==> src/rtl/seq_run_detector_if.sv <==
// Bundled control inputs and status outputs of seq_run_detector.
// hit_cnt is present only when SEQ_RUN_HITCNT_EN is defined.
interface seq_run_detector_if #(
  parameter int CNT_W = 4,
  parameter int HIT_W = 8
);
  logic             en;
  logic             clr;
  logic             w;
  logic [1:0]       mode;
  logic             z;
  logic             z_val;
  logic [CNT_W-1:0] run_len;
  logic [1:0]       curr_state;
`ifdef SEQ_RUN_HITCNT_EN
  logic [HIT_W-1:0] hit_cnt;

  modport master (output en, clr, w, mode,
                  input  z, z_val, run_len, curr_state, hit_cnt);
  modport slave  (input  en, clr, w, mode,
                  output z, z_val, run_len, curr_state, hit_cnt);
`else
  modport master (output en, clr, w, mode,
                  input  z, z_val, run_len, curr_state);
  modport slave  (input  en, clr, w, mode,
                  output z, z_val, run_len, curr_state);
`endif
endinterface

==> src/rtl/seq_run_detector.sv <==
// Serial run detector: flags RUN_LEN identical consecutive accepted symbols.
// Optional rising-edge hit counter enabled by macro SEQ_RUN_HITCNT_EN.
module seq_run_detector #(
  parameter int RUN_LEN = 4,
  parameter int CNT_W   = 4,
  parameter int HIT_W   = 8
) (
  input logic                Clock,
  input logic                nReset,
  seq_run_detector_if.slave  bus
);

  typedef enum logic [1:0] {
    IDLE = 2'd0,
    RUN0 = 2'd1,
    RUN1 = 2'd2,
    BAD  = 2'd3
  } state_t;

  localparam logic [CNT_W-1:0] LP_RUN = CNT_W'(RUN_LEN);
  localparam logic [CNT_W-1:0] LP_ONE = CNT_W'(1);

  state_t           r_state;
  state_t           w_state_nxt;
  logic [CNT_W-1:0] r_cnt;
  logic [CNT_W-1:0] w_cnt_nxt;
  logic             w_z;

  always_ff @(posedge Clock or negedge nReset) begin
    if (!nReset) begin
      r_state <= IDLE;
      r_cnt   <= '0;
    end else begin
      r_state <= w_state_nxt;
      r_cnt   <= w_cnt_nxt;
    end
  end

  always_comb begin
    w_state_nxt = r_state;
    w_cnt_nxt   = r_cnt;
    if (bus.clr) begin
      w_state_nxt = IDLE;
      w_cnt_nxt   = '0;
    end else begin
      case (r_state)
        IDLE: begin
          if (bus.en) begin
            w_state_nxt = bus.w ? RUN1 : RUN0;
            w_cnt_nxt   = LP_ONE;
          end
        end
        RUN0, RUN1: begin
          if (bus.en) begin
            if (bus.w == (r_state == RUN1)) begin
              if (r_cnt != LP_RUN) w_cnt_nxt = r_cnt + LP_ONE;
            end else begin
              // A new symbol starts its own run immediately, no IDLE gap.
              w_state_nxt = bus.w ? RUN1 : RUN0;
              w_cnt_nxt   = LP_ONE;
            end
          end
        end
        default: begin
          w_state_nxt = IDLE;
          w_cnt_nxt   = '0;
        end
      endcase
    end
  end

  // mode[1] masks runs of ones, mode[0] masks runs of zeros.
  assign w_z = (r_cnt == LP_RUN) &&
               (((r_state == RUN1) && !bus.mode[1]) ||
                ((r_state == RUN0) && !bus.mode[0]));

  assign bus.z          = w_z;
  assign bus.z_val      = (r_state == RUN1);
  assign bus.run_len    = r_cnt;
  assign bus.curr_state = r_state;

`ifdef SEQ_RUN_HITCNT_EN
  logic             r_z_q;
  logic [HIT_W-1:0] r_hit;

  always_ff @(posedge Clock or negedge nReset) begin
    if (!nReset) begin
      r_z_q <= 1'b0;
      r_hit <= '0;
    end else begin
      r_z_q <= w_z;
      if (bus.clr)
        r_hit <= '0;
      else if (w_z && !r_z_q && (r_hit != {HIT_W{1'b1}}))
        r_hit <= r_hit + HIT_W'(1);
    end
  end

  assign bus.hit_cnt = r_hit;
`endif

endmodule

==> src/flat_wrapper.sv <==
// flat-port wrapper written by rule: the top's interface ports become plain ports
module seq_run_detector_flat 
#(
  parameter int RUN_LEN = 4,
  parameter int CNT_W   = 4,
  parameter int HIT_W   = 8
)
  (Clock, nReset, bus_en, bus_clr, bus_w, bus_mode, bus_z, bus_z_val, bus_run_len, bus_curr_state);
  seq_run_detector_if #(.CNT_W(CNT_W), .HIT_W(HIT_W)) bus_i ();
  input logic Clock;
  input logic nReset;
  input wire logic [$bits(bus_i.en)-1:0] bus_en;
  input wire logic [$bits(bus_i.clr)-1:0] bus_clr;
  input wire logic [$bits(bus_i.w)-1:0] bus_w;
  input wire logic [$bits(bus_i.mode)-1:0] bus_mode;
  output wire logic [$bits(bus_i.z)-1:0] bus_z;
  output wire logic [$bits(bus_i.z_val)-1:0] bus_z_val;
  output wire logic [$bits(bus_i.run_len)-1:0] bus_run_len;
  output wire logic [$bits(bus_i.curr_state)-1:0] bus_curr_state;
  assign bus_i.en = bus_en;
  assign bus_i.clr = bus_clr;
  assign bus_i.w = bus_w;
  assign bus_i.mode = bus_mode;
  assign bus_z = bus_i.z;
  assign bus_z_val = bus_i.z_val;
  assign bus_run_len = bus_i.run_len;
  assign bus_curr_state = bus_i.curr_state;
  seq_run_detector #(.RUN_LEN(RUN_LEN), .CNT_W(CNT_W), .HIT_W(HIT_W)) u_core (.Clock(Clock), .nReset(nReset), .bus(bus_i));
endmodule
==> config.mk <==
export PLATFORM = sky130hd
export DESIGN_NAME = seq_run_detector_flat
export DESIGN_NICKNAME = d
export VERILOG_FILES = /design/src/rtl/seq_run_detector_if.sv /design/src/rtl/seq_run_detector.sv /design/src/flat_wrapper.sv
export SDC_FILE = /design/constraint.sdc
export NUM_CORES = 1
export LEC_CHECK = 0
export CAP_MARGIN = 15
export CORE_AREA = 2 2 39 41
export DETAILED_ROUTE_END_ITERATION = 7
export DIE_AREA = 0 0 41 43
export GPL_TIMING_DRIVEN = 0
export PLACE_DENSITY_LB_ADDON = 0.1
export SYNTH_ARGS = -nofsm -noshare
export SYNTH_HDL_FRONTEND = slang
export SYNTH_SLANG_ARGS = --single-unit
==> constraint.sdc <==
create_clock -name Clock -period 2 [get_ports Clock]
set_input_delay 0.4 -clock Clock [delete_from_list [all_inputs] [get_ports Clock]]
set_output_delay 0.4 -clock Clock [all_outputs]
set_load 0.01 [all_outputs]
=== After elaboration in Yosys (flattened, before gate mapping) ===
Cells that the tools add are included.

* Register bits: 6
* Logic and storage cells: 34
* Input bits: 7
* Output and inout port bits: 8

* Reduce and logical (&&, ||, !) cells: 10
* Add/sub/neg operators: 1
* Equality and inequality tests: 9
* Mux-type cells: 12

{| class="wikitable"
|+ Operators with widths
! operator !! number
|-
| 4-bit 2-to-1 mux || 5
|-
| 2-bit 2-to-1 mux || 5
|-
| 3-bit inequality test, second input constant || 3
|-
| 4-bit one-hot mux with 2 select lines || 1
|-
| 3-bit AND reduction || 2
|-
| 4-bit by 1-bit adder with 4-bit output, second input constant || 1
|-
| 4-bit by 3-bit equality test with 1-bit output, second input constant || 1
|-
| 4-bit by 3-bit inequality test with 1-bit output, second input constant || 1
|-
| 4-bit inequality test, second input constant || 1
|-
| 2-bit one-hot mux with 2 select lines || 1
|-
| 1-bit logical AND || 3
|-
| 2-bit by 1-bit equality test with 1-bit output, second input constant || 1
|-
| 2-bit equality test, second input constant || 1
|-
| 1-bit logical NOT || 2
|-
| 2-bit logical NOT || 1
|-
| 2-bit OR reduction || 1
|-
| 1-bit equality test || 1
|-
| 1-bit logical OR || 1
|}

=== Depth between registers and ports, before layout ===
* Word-level depth: 6
* Depth in mapped cells: 5
* Mapped depth without buffers: 5

=== Worst setup path before layout ===
Ideal clock, no wire load.

* Path type: flip-flop to flip-flop
* From: register u_core.r_state[0], in the netlist u_core.bus.curr_state[0]
* To: register u_core.r_cnt[0], in the netlist u_core.bus.run_len[0]
* Path buffers: 0
* Setup time: 0.128 ns
* Stages on the path, launching flop included: 6
* Slack: 0.284 ns
* Required time: 1.872 ns
* Period minus slack after synthesis: 1.716 ns
* Arrival: 1.588 ns
* Cells stage by stage: dfrtp_1 > inv_1 > ha_1 > and4b_1 > a21oi_2 > mux2_1

* Word-level cells in the longest chain between the ends: 6
* Elaborated cells between the ends (all ways): 13
* Those cells by class: eq/ne (6); mux (4); reduce/logical (3)

{| class="wikitable"
|+ RTL lines
! what !! RTL line !! text
|-
| from (decl) || seq_run_detector.sv:23 || <nowiki>state_t r_state;</nowiki>
|-
| from (signal assigned) || seq_run_detector.sv:34 || <nowiki>r_state <= w_state_nxt;</nowiki>
|-
| 2-bit equality test || seq_run_detector.sv:46, seq_run_detector.sv:55 ||
|-
| 1-bit equality test || seq_run_detector.sv:55 || <nowiki>if (bus.w == (r_state == RUN1)) begin</nowiki>
|-
| 4-bit 2-to-1 mux || seq_run_detector.sv:55 ||
|-
| 4-bit 2-to-1 mux || seq_run_detector.sv:54 || <nowiki>if (bus.en) begin</nowiki>
|-
| 4-bit one-hot mux with 2 select lines || seq_run_detector.sv:46 || <nowiki>case (r_state)</nowiki>
|-
| 4-bit 2-to-1 mux || seq_run_detector.sv:42 || <nowiki>if (bus.clr) begin</nowiki>
|-
| to (signal assigned) || seq_run_detector.sv:35 || <nowiki>r_cnt <= w_cnt_nxt;</nowiki>
|-
| to (decl) || seq_run_detector.sv:25 || <nowiki>logic [CNT_W-1:0] r_cnt;</nowiki>
|}

Parallel ways exist; a longest one is shown, timed or not. The select of a mux whose other input is x is not followed.
A chain may end at the register's enable or synchronous reset.

=== Worst setup path in the final report ===
* From: register u_core.r_state[0], in the netlist u_core.bus.curr_state[0]
* To: output bus_z_val

* Word-level cells in the longest chain between the ends: 1

{| class="wikitable"
|+ RTL lines
! what !! RTL line !! text
|-
| 2-bit equality test || seq_run_detector.sv:78 || <nowiki>assign bus.z_val = (r_state == RUN1);</nowiki>
|-
| to (decl) || flat_wrapper.sv:17 || <nowiki>output wire logic [$bits(bus_i.z_val)-1:0] bus_z_val;</nowiki>
|}

Every way passes these cells.

==> results.py <==
metrics = {
    "setup_path": {
        "reg2reg_from": "u_core.bus.curr_state[0]$_DFFE_PN0P_",
        "rr_worst_depth": 5,
        "reg2reg_to": "u_core.bus.run_len[0]$_DFFE_PN0P_",
        "crit_path_end_kind": "output port",
        "critical_path.cell_chain": "inv_1 -> ha_4 -> clkdlybuf4s50_1",
        "critPathLaunch": "u_core.bus.curr_state[0]$_DFFE_PN0P_",
        "critPathRequiredTime_ns": 1.60,
        "regToRegSetupSlack_ns": 0.17,
        "crit_arrival_ns": 1.51,
        "crit_fanout": 4,
        "slowest_stage": "clkdlybuf4s50_1",
        "worstSetupStartpointType": "flop",
        "crit_type": "reg2out",
        "max_stage_delay_ns": 0.53,
    },
    "synthesis": {
        "ys_seq_area_share_pct": 29.48,
        "synth-edff-count": 0,
        "synth-async-reset-ratio_pct": 100.0,
        "synthCells": 52,
        "syn_area_sq_um": 509.2,
        "yosys.area.top_type": "dfrtp_1",
        "ys_top_cells_by_area": "dfrtp_1 29%, ha_1 15%, nand3b_1 5.9%",
        "syn_area_per_cell_sq_um": 9.793,
        "synthesis.nets": 65,
        "synth_top_area_share_pct": 29.48,
        "synth.distinct_cells": 24,
        "ys.flop_type": "dfrtp_1",
        "yosysWarnings": 0,
        "synth_common_cells": "6 x dfrtp_1, 6 x ha_1, 5 x inv_1",
        "synth-seq-cells": 6,
    },
    "drt": {
        "drcViolationCount": 0,
        "routedWlPerCell_microns": 11.56,
        "via_count": 422,
        "viasPerCell": 4.965,
        "ant_nets": 0,
        "first_iter_violations": 6,
        "wl_microns": 983,
        "dr.pass1.iters": 4,
    },
    "power_and_ir_drop": {
        "p_clk_share_pct": 23.0,
        "peakVddDrop_mv": 0.3365,
        "pwr-share-seq_pct": 34.5,
        "internal-power_uw": 298.8,
        "p_sw_uw": 146.3,
        "power.total_uw": 445.1,
        "pwr_density_cell_nw_per_um2": 632.9,
        "p_comb_share_pct": 42.6,
        "switching_share_pct": 32.86,
        "leakagePower_nw": 0.2933,
    },
    "place": {
        "hpwl_microns": 817.5,
        "io_buffers": 14,
        "placed_cell_area_sq_um": 669.4,
        "place_congestion": 0.6724,
    },
    "sta": {
        "min_period_over_period_pct": 95.25,
        "fin_crit_ns": 1.905,
        "finalSetupViolCount": 0,
        "tightest_slew_ns": 0.3784,
        "maxClockFrequency_ghz": 0.5249,
        "drv_slew": 0,
        "slew_headroom_pct": 74.77,
        "clock_skew_ns": 0.003785,
        "hold_violations": 0,
        "rsz0062_at_grt": "false",
    },
    "cts": {
        "path_clk_slew_ns": 0.04,
        "root_buffer": "clkbuf_4",
        "post_cts_buffers": 0,
        "ctsHoldBuffers": 0,
        "ctsResizeCount": 2,
        "cts_max_path_buffers": 2,
        "htreeDepth": 1,
        "numCtsBuffers": 3,
        "cts.sinks": 6,
        "cts_tree": "built",
        "clkLatencyLatePin_ns": 0.23,
    },
    "finish": {
        "nets": 84,
        "fin_area_sq_um": 703.2,
        "fillCellCount": 140,
        "syn_to_final_growth_pct": 38.08,
        "diodes": 0,
        "drive_gt1_share_pct": 13.04,
    },
    "floorplanning": {
        "start_util_pct": 36.80,
        "die_x_microns": 41,
        "num_rows": 14,
        "dieArea_sq_um": 1763,
        "ios": 15,
        "die_y_microns": 43,
        "core_sq_um": 1384,
    },
    "job": {
        "max_cap_viol_count": 0,
    },
    "global_routing": {
        "grt_util_all_layers_pct": 13.50,
        "grt_pass1_vias": 412,
        "grt_overflow": 0,
        "antenna_found_initial": 0,
        "grt_max_degree": 11,
        "grt_pass1_wl_microns": 1711,
    },
    "hold_path": {
        "hold_path.class": "in2async",
    },
    "outcome": {
        "status": "finished, final reports clean",
    },
}
==> placed cells by master, fill, tap and decap left out <==
cell type        count
a2111oi_2            1
a21oi_1              1
a21oi_2              2
and2b_1              1
and4b_1              1
clkbuf_1             1
clkbuf_4             3
clkdlybuf4s50_1     13
dfrtp_1              6
dlygate4sd2_1        1
ha_1                 5
ha_4                 1
inv_1                5
mux2_1               2
mux2i_1              2
nand2b_1             3
nand3_1              3
nand3b_1             4
nor2_1               4
nor3_1               1
nor3b_1              1
o21a_1               1
o21ai_1              1
o21ba_2              1
o21bai_1             1
o32ai_1              2
or3b_1               1
xnor2_2              1
==> sequential cells by signal, indices dropped and copies added, names as in the netlist <==
name / count
u_core.bus.curr_state: 2
u_core.bus.run_len: 4
==> through the flow <==
| stage | hold slack, ns | instances | util [%] | TNS (ns) | worst slack (ns) |
|---|---|---|---|---|---|
| final | 0.3962 | 85 | 50.81 | 0 | 0.09494 |
| after global routing | 0.4075 | 85 | 50.81 | 0 | 0.01659 |
| after CTS | 0.3998 | 85 | 50.09 | 0 | 0.05075 |
| after detailed placement | 0.6091 | 82 | 48.37 | -0.02449 | -0.02449 |
| after global placement | 0.6159 | 82 | 48.37 | -0.005808 | -0.005808 |
| after floorplan | 0.1044 | 52 | - | 0 | 0.2844 |
==> critical path: cells and delay by family, from the launching register on <==
family	cells	cell delay (ns)
DFF	1	0.41
buffers and inverters	2	0.69
adders and majority gates	1	0.18
==> area by class of cell <==
type	instances	area [sq um]	share of cell area (%)
sequential	6	150.1	21.35
inverter	5	18.77	2.669
buffer	1	3.754	0.5338
multi-input combinational	40	349.1	49.64
tap	16	20.02	2.847
clock buffer	3	22.52	3.203
timing repair buffer	14	138.9	19.75
==> power groups by stage <==
stage               Clock (mW)  Combinational [mW]  Sequential, mW
floorplan                    0               0.116           0.154
global placement             0               0.187           0.153
detailed placement           0               0.186           0.154
CTS                      0.105               0.187           0.152
global route             0.116               0.209           0.156
finish                   0.102               0.190           0.153
==> worst max path at each step <==
stage | end | slack, ns
floorplan | u_core.bus.run_len[0]$_DFFE_PN0P_ | 0.28
global placement | bus_z | -0.006
detailed placement | bus_z | -0.02
CTS | bus_z_val | 0.05
global route | bus_z | 0.02
finish | bus_z_val | 0.09
==> per-layer routing <==
| metal | vias up | wire (microns) | share of wire [%] | GRT usage (%) |
|---|---|---|---|---|
| li1 | 223 | - | - | - |
| met1 | 195 | 511 | 52 | 20.33 |
| met2 | 4 | 452 | 46 | 19.69 |
| met3 | 0 | 19 | 1.9 | 1.571 |
| met4 | 0 | 0 | 0 | 4.000 |
| met5 | - | 0 | 0 | 0 |
==> cell families (layout without fill, tap and decap cells) <==
family / Yosys count / after routing / synth area share, %
xor+xnor: 1 / 1 / 3.195
flops: 6 / 6 / 29.48
compound gates: 10 / 10 / 16.71
fa+ha+maj: 6 / 6 / 14.74
simple gates: 19 / 19 / 23.10
mux: 4 / 4 / 8.354
buf+inv: 6 / 23 / 4.422
Note: power is estimated with default switching activity, not from simulation.
